--- config.mk ---
export PLATFORM = sky130hd
export DESIGN_NAME = gemm_mem_arbiter
export DESIGN_NICKNAME = d
export VERILOG_FILES = /design/src/rtl/arb_pkg.sv /design/src/rtl/cpu_lane_steer.sv /design/src/rtl/gemm_mem_arbiter.sv
export SDC_FILE = /design/constraint.sdc
export NUM_CORES = 1
export LEC_CHECK = 0
export ABC_AREA = 0
export BUFFER_PORTS_ARGS = -buffer_cell sky130_fd_sc_hd__buf_2
export CAP_MARGIN = 20
export CORE_AREA = 2 2 281 283
export DETAILED_ROUTE_END_ITERATION = 16
export DIE_AREA = 0 0 283 285
export PLACE_DENSITY = 0.33
export SYNTH_ARGS = -nofsm -noshare
export SYNTH_HDL_FRONTEND = slang
export SYNTH_SLANG_ARGS = --single-unit
--- constraint.sdc ---
create_clock -name clk -period 2.2 [get_ports clk]
set_input_delay 0.44 -clock clk [delete_from_list [all_inputs] [get_ports clk]]
set_output_delay 0.44 -clock clk [all_outputs]
set_load 0.01 [all_outputs]
--- src/rtl/arb_pkg.sv ---
// Shared types for the GEMM/CPU memory arbiter: ownership tag and memory command bus.
// No logic, no latency.
// No flow control; types only.
package arb_pkg;

    localparam int LINE_BYTES = 16;
    localparam int LANES      = 4;
    localparam int CTRL_W     = 5;
    localparam int ADDR_BITS  = 32;
    localparam int LINE_BITS  = LINE_BYTES * 8;

    typedef enum logic [1:0] {
        OWN_NONE = 2'd0,
        OWN_CPU  = 2'd1,
        OWN_GEMM = 2'd2
    } owner_e;

    typedef struct packed {
        logic                  rdwr;
        logic [ADDR_BITS-1:0]  addr;
        logic [LINE_BITS-1:0]  wr_data;
        logic [LINE_BYTES-1:0] byte_en;
        logic [CTRL_W-1:0]     control;
    } mem_cmd_t;

endpackage

--- src/rtl/cpu_lane_steer.sv ---
// Steers a 32-bit CPU word into a 128-bit line (write) and selects it back out (read).
// Purely combinational, zero latency.
// No flow control; follows whatever the arbiter grants.
module cpu_lane_steer
    import arb_pkg::*;
(
    input  logic [31:0]           wr_word,
    input  logic [3:0]            wr_mask,
    input  logic [1:0]            wr_lane,
    output logic [LINE_BITS-1:0]  wr_line,
    output logic [LINE_BYTES-1:0] byte_en,
    input  logic [LINE_BITS-1:0]  rd_line,
    input  logic [1:0]            rd_lane,
    output logic [31:0]           rd_word
);

    // Every lane carries the word; byte enables decide which lane lands.
    assign wr_line = {LANES{wr_word}};
    assign byte_en = {{(LINE_BYTES-4){1'b0}}, wr_mask} << {wr_lane, 2'b00};
    assign rd_word = rd_line[{rd_lane, 5'b00000} +: 32];

endmodule

--- src/rtl/gemm_mem_arbiter.sv ---
// Per-cycle arbiter sharing one 128-bit single-port memory between CPU words and GEMM lines.
// Grant is same-cycle; read data returns to the owner one cycle after its grant.
// Requesters hold req until gnt; GEMM wins contention for a bounded streak, then CPU is forced in.
module gemm_mem_arbiter
    import arb_pkg::*;
#(
    parameter int ADDR_W          = ADDR_BITS,
    parameter int LINE_W          = LINE_BITS,
    parameter int MAX_GEMM_STREAK = 8,
    parameter int STALL_W         = 16
) (
    input  logic                  clk,
    input  logic                  rst,
    input  logic                  cpu_req,
    input  logic                  cpu_rdwr,
    input  logic [ADDR_W-1:0]     cpu_addr,
    input  logic [31:0]           cpu_wr_data,
    input  logic [3:0]            cpu_mask,
    output logic                  cpu_gnt,
    output logic                  cpu_rvalid,
    output logic [31:0]           cpu_rd_data,
    input  logic                  gemm_req,
    input  logic                  gemm_rdwr,
    input  logic [ADDR_W-1:0]     gemm_addr,
    input  logic [LINE_W-1:0]     gemm_wr_data,
    input  logic [CTRL_W-1:0]     gemm_control,
    output logic                  gemm_gnt,
    output logic                  gemm_rvalid,
    output logic [LINE_W-1:0]     gemm_rd_data,
    output logic                  mem_en,
    output logic                  mem_rdwr,
    output logic [ADDR_W-1:0]     mem_addr,
    output logic [LINE_W-1:0]     mem_wr_data,
    output logic [LINE_BYTES-1:0] mem_byte_en,
    output logic [CTRL_W-1:0]     mem_control,
    input  logic [LINE_W-1:0]     mem_rd_data,
    output logic [STALL_W-1:0]    cpu_stall_cnt
);

    localparam int STREAK_W = $clog2(MAX_GEMM_STREAK + 1);

    logic                  arb_en;
    logic [STREAK_W-1:0]   streak;
    logic                  streak_full;
    owner_e                rsp_tag;
    logic [1:0]            rsp_lane;
    logic [31:0]           cpu_rd_q;
    logic [31:0]           cpu_rd_word;
    logic [LINE_W-1:0]     gemm_rd_q;
    logic [LINE_W-1:0]     cpu_wr_line;
    logic [LINE_BYTES-1:0] cpu_byte_en;
    mem_cmd_t              cmd;
    logic                  unused_addr_bits;

    assign unused_addr_bits = ^{cpu_addr[1:0], gemm_addr[3:0]};

    // arb_en keeps every grant low while reset is asserted without using rst as data.
    assign streak_full = (streak >= STREAK_W'(MAX_GEMM_STREAK));
    assign cpu_gnt     = arb_en & cpu_req & (~gemm_req | streak_full);
    assign gemm_gnt    = arb_en & gemm_req & ~cpu_gnt;
    assign mem_en      = cpu_gnt | gemm_gnt;

    cpu_lane_steer u_steer (
        .wr_word (cpu_wr_data),
        .wr_mask (cpu_mask),
        .wr_lane (cpu_addr[3:2]),
        .wr_line (cpu_wr_line),
        .byte_en (cpu_byte_en),
        .rd_line (mem_rd_data),
        .rd_lane (rsp_lane),
        .rd_word (cpu_rd_word)
    );

    always_comb begin
        cmd = '0;
        if (cpu_gnt) begin
            cmd.rdwr = cpu_rdwr;
            cmd.addr = {cpu_addr[ADDR_W-1:4], 4'b0000};
            if (cpu_rdwr) begin
                cmd.wr_data = cpu_wr_line;
                cmd.byte_en = cpu_byte_en;
            end
        end else if (gemm_gnt) begin
            cmd.rdwr    = gemm_rdwr;
            cmd.addr    = {gemm_addr[ADDR_W-1:4], 4'b0000};
            cmd.wr_data = gemm_wr_data;
            cmd.byte_en = '1;
            cmd.control = gemm_control;
        end
    end

    assign mem_rdwr    = cmd.rdwr;
    assign mem_addr    = cmd.addr;
    assign mem_wr_data = cmd.wr_data;
    assign mem_byte_en = cmd.byte_en;
    assign mem_control = cmd.control;

    // Read data bypasses straight from memory in the response cycle, then holds.
    assign cpu_rvalid   = (rsp_tag == OWN_CPU);
    assign gemm_rvalid  = (rsp_tag == OWN_GEMM);
    assign cpu_rd_data  = cpu_rvalid  ? cpu_rd_word : cpu_rd_q;
    assign gemm_rd_data = gemm_rvalid ? mem_rd_data : gemm_rd_q;

    always_ff @(posedge clk or negedge rst) begin
        if (!rst) begin
            arb_en        <= 1'b0;
            streak        <= '0;
            rsp_tag       <= OWN_NONE;
            rsp_lane      <= 2'b00;
            cpu_rd_q      <= '0;
            gemm_rd_q     <= '0;
            cpu_stall_cnt <= '0;
        end else begin
            arb_en <= 1'b1;

            if (cpu_gnt || !cpu_req) begin
                streak <= '0;
            end else if (gemm_gnt && !streak_full) begin
                streak <= streak + 1'b1;
            end

            if (cpu_gnt && !cpu_rdwr) begin
                rsp_tag  <= OWN_CPU;
                rsp_lane <= cpu_addr[3:2];
            end else if (gemm_gnt && !gemm_rdwr) begin
                rsp_tag <= OWN_GEMM;
            end else begin
                rsp_tag <= OWN_NONE;
            end

            if (cpu_rvalid) cpu_rd_q <= cpu_rd_word;
            if (gemm_rvalid) gemm_rd_q <= mem_rd_data;

            if (cpu_req && !cpu_gnt && (cpu_stall_cnt != '1)) begin
                cpu_stall_cnt <= cpu_stall_cnt + 1'b1;
            end
        end
    end

endmodule

==> metrics.txt <==
status finished, violations left; failing checks negative setup slack; CP Max Fanout 5; Setup TNS -63.10 ns; P per Cell Area roughly 700 nW/um2; CTS tree built; Cells after DPL 2727; placed cell area about 15000 um2; worst reg-to-reg path cell count 15; post-DP HPWL 53670 um; DR pass1 iterations 4; Seq/Total Area, Yosys 0.4793; Max IR drop VDD 0.6092 mV; CP Cell Sequence buf_12 > buf_16 > mux4_2 > mux2_4 > buf_6; register area 4634 um2; CTS max path bufs 2; Crit path max-delay family multiplexers; worst setup margin -0.4384 ns; Num CTS Buffers 17; period utilisation layout 1.199; All-Layer GR Usage 0.1825; Reg-to-Reg Start rsp_tag[1]$_DFF_PN0_; clock transition at the registers of the reported paths 0.09 ns; synth warn 0; Final min period roughly 2.6 ns; synth cell count leaders nand2_1 (398), dfrtp_1 (185), a22o_1 (156), clkbuf_1 (49), mux2_2 (36); Max stage delay on crit path 0.51 ns; worst-case clock skew 0.01170 ns; final setup fails 326; Required @ worst endpoint 1.76 ns; number of global-route vias before repair 13.27k; Final Max Tran Viols 0; Syn Inst Count 991; root buffer cell clkbuf_16; area of the multi-input gates about 7400 um2; TritonCTS Sinks between 150 and 200; Most used DFF post-synth dfrtp_1; Endpoint, Worst Hold gemm_rd_q[96]$_DFF_PN0_; Yosys reg bits between 150 and 200; synthesized cell area approximately 9700 um2; Synth async-reset ratio 1.000; global placement routability congestion 0.9418; Die Y 285 um; leading post-synthesis cells by cell area dfrtp_1 (48%), nand2_1 (15%), a22o_1 (14%); area fraction of the dominant cell type after synthesis 0.4793; Peak Freq 379.0 MHz; Crit-path slowest cell mux4_2; hold_sp mem_rd_data[96]; routed wire length 76290 um; detailed-route via count 12.49k; unrepaired setup endpoints after global routing yes; # Max-Cap Violations 0; most common cell in the synthesized netlist nand2_1; r2r endpoint gemm_rd_q[115]$_DFF_PN0_; hold depth 3; final-report hold violation count 0; P_leak 11.91 nW; register-to-register setup slack -0.05 ns; initial drt markers 485; full die area 80660 um2; critical path startpoint category flop; Post-synth EDFFs 0; initial antenna violation count 30; I/O Pins 730; clk_lat worst skew roughly 0.50 ns; first-pass GRT wire length about 100000 um; worst hold-check path type input port to flop; P&R area growth vs syn 143.2%; share of cells above drive strength 1 0.7721; Core Area 77970 um2; GRT overflow 0; crit path kind flop to output pin; library cells used by synthesis 39; CP Buf/Inv Count 3; fin nets 2336; final std cells w/o fill 3037; initial core utilization 0.1239; die width 283 um; CP endpoint kind output pin; Via density 4.111; Final ANT Viol Nets 0; post-route cell area 23490 um2; fill count approximately 8k; Port-buffer cells just over 700; # rows about 100; DRC viols 0; largest net degree at the start of global routing 45; DR WL/cell roughly 25 um; CP arrival approximately 2.2 ns; Max H-tree Level 4; area leader, netlist dfrtp_1; Mean Syn Cell Area 9.747 um2
power breakdown:
part	switching, mW	total, mW	internal, mW
combinational	3.63	8.02	4.39
clock	1.66	3.29	1.62
sequential	0.498	4.70	4.21
total	5.79	16.0	10.2
cell usage in the layout (no fill, tap or decap), types with 5 or more instances in the layout:
cell        synthesis  routed
nand2_1           398      57
buf_8               0      26
conb_1              2       5
a22o_4              0      17
mux2_2             36       5
a22o_1            156     139
diode_2             0       8
mux4_2             32      32
buf_16              0      43
xor2_1             13      13
buf_2              24     466
clkinvlp_4          0       5
buf_12              0      50
mux2_4              1      32
buf_4               4     166
nand2_8             0       5
and2_4              0       5
dfrtp_1           185     183
nand2_4             0     289
o21ai_2             0      15
clkbuf_16           0      22
nor3_1              7       7
nand2_2             0      47
buf_6               0     274
per-stage QoR:
stage | worst slack [ns] | utilization | power (mW) | hold WS [ns]
global placement | 0.04885 | 0.1907 | 9.107 | 0.4274
floorplan | 0.1758 | - | 6.643 | 0.1444
global route | -0.5010 | 0.3011 | 16.81 | 0.1546
CTS | -0.4764 | 0.2816 | 15.34 | 0.1207
finish | -0.4384 | 0.3013 | 16.01 | 0.1891
detailed placement | 0.04015 | 0.1907 | 9.148 | 0.4303
cell type report:
type / count / share of cell area
Sequential cell: 185 / 0.1973
Tap cell: 1050 / 0.05592
Timing Repair Buffer: 1032 / 0.3996
Clock buffer: 17 / 0.01811
Antenna cell: 8 / 0.0008522
Timing Repair inverter: 4 / 0.002716
Clock inverter: 15 / 0.007829
Inverter: 6 / 0.002610
Multi-Input combinational cell: 720 / 0.3151
how the worst max path moves through the flow:
stage,start,end,slack (ns),depth (start not counted)
after CTS,rsp_lane[0]$_DFFE_PN0P_,cpu_rd_data[3],-0.48,5
after global routing,rsp_lane[0]$_DFFE_PN0P_,cpu_rd_data[2],-0.50,5
after detailed placement,rsp_lane[0]$_DFFE_PN0P_,cpu_rd_data[9],0.04,4
after global placement,gemm_req,mem_wr_data[12],0.05,7
after floorplan,rsp_lane[0]$_DFFE_PN0P_,cpu_rd_data[10],0.18,4
final,rsp_lane[0]$_DFFE_PN0P_,cpu_rd_data[2],-0.44,5
repair_timing:
item	4_1_cts	5_1_grt
gates cloned	63	6
pin swaps	272	240
hold endpoints to repair	39	0
endpoints found under the setup margin	336	349
hold buffers	1	0
buffers inserted	190	66
resized for setup	880	456
per-layer routing:
metal  track usage  up-vias  wire, um
met5             0        -       166
met4       0.08191       26      3531
met3       0.06160      154      5792
met2        0.3411      589     40920
met1        0.1821     6262     25880
li1              -     5455         -
worst min-delay path, cell delays in order:
cell	delay, ns
buf_2	0.11
nand2_4	0.05
nand2_4	0.05
state kept, by name (all words and copies together), names as in the netlist:
register and flops:
cpu_rd_q 32, rsp_lane 2, cpu_stall_cnt 16, arb_en 1
streak 4, gemm_rd_q 128, rsp_tag 2
cell families (layout without fill, tap and decap cells):
kind of cell | after synthesis | after routing | share of synthesized area
xor+xnor | 14 | 14 | 0.01269
flops | 185 | 185 | 0.4793
simple gates | 449 | 449 | 0.1900
buf+inv | 89 | 1074 | 0.03925
other cells | 2 | 13 | 0.0007775
compound gates | 180 | 180 | 0.1560
fa+ha+maj | 3 | 3 | 0.003886
mux | 69 | 69 | 0.1181
No activity file was read; power rests on OpenSTA's default activity.
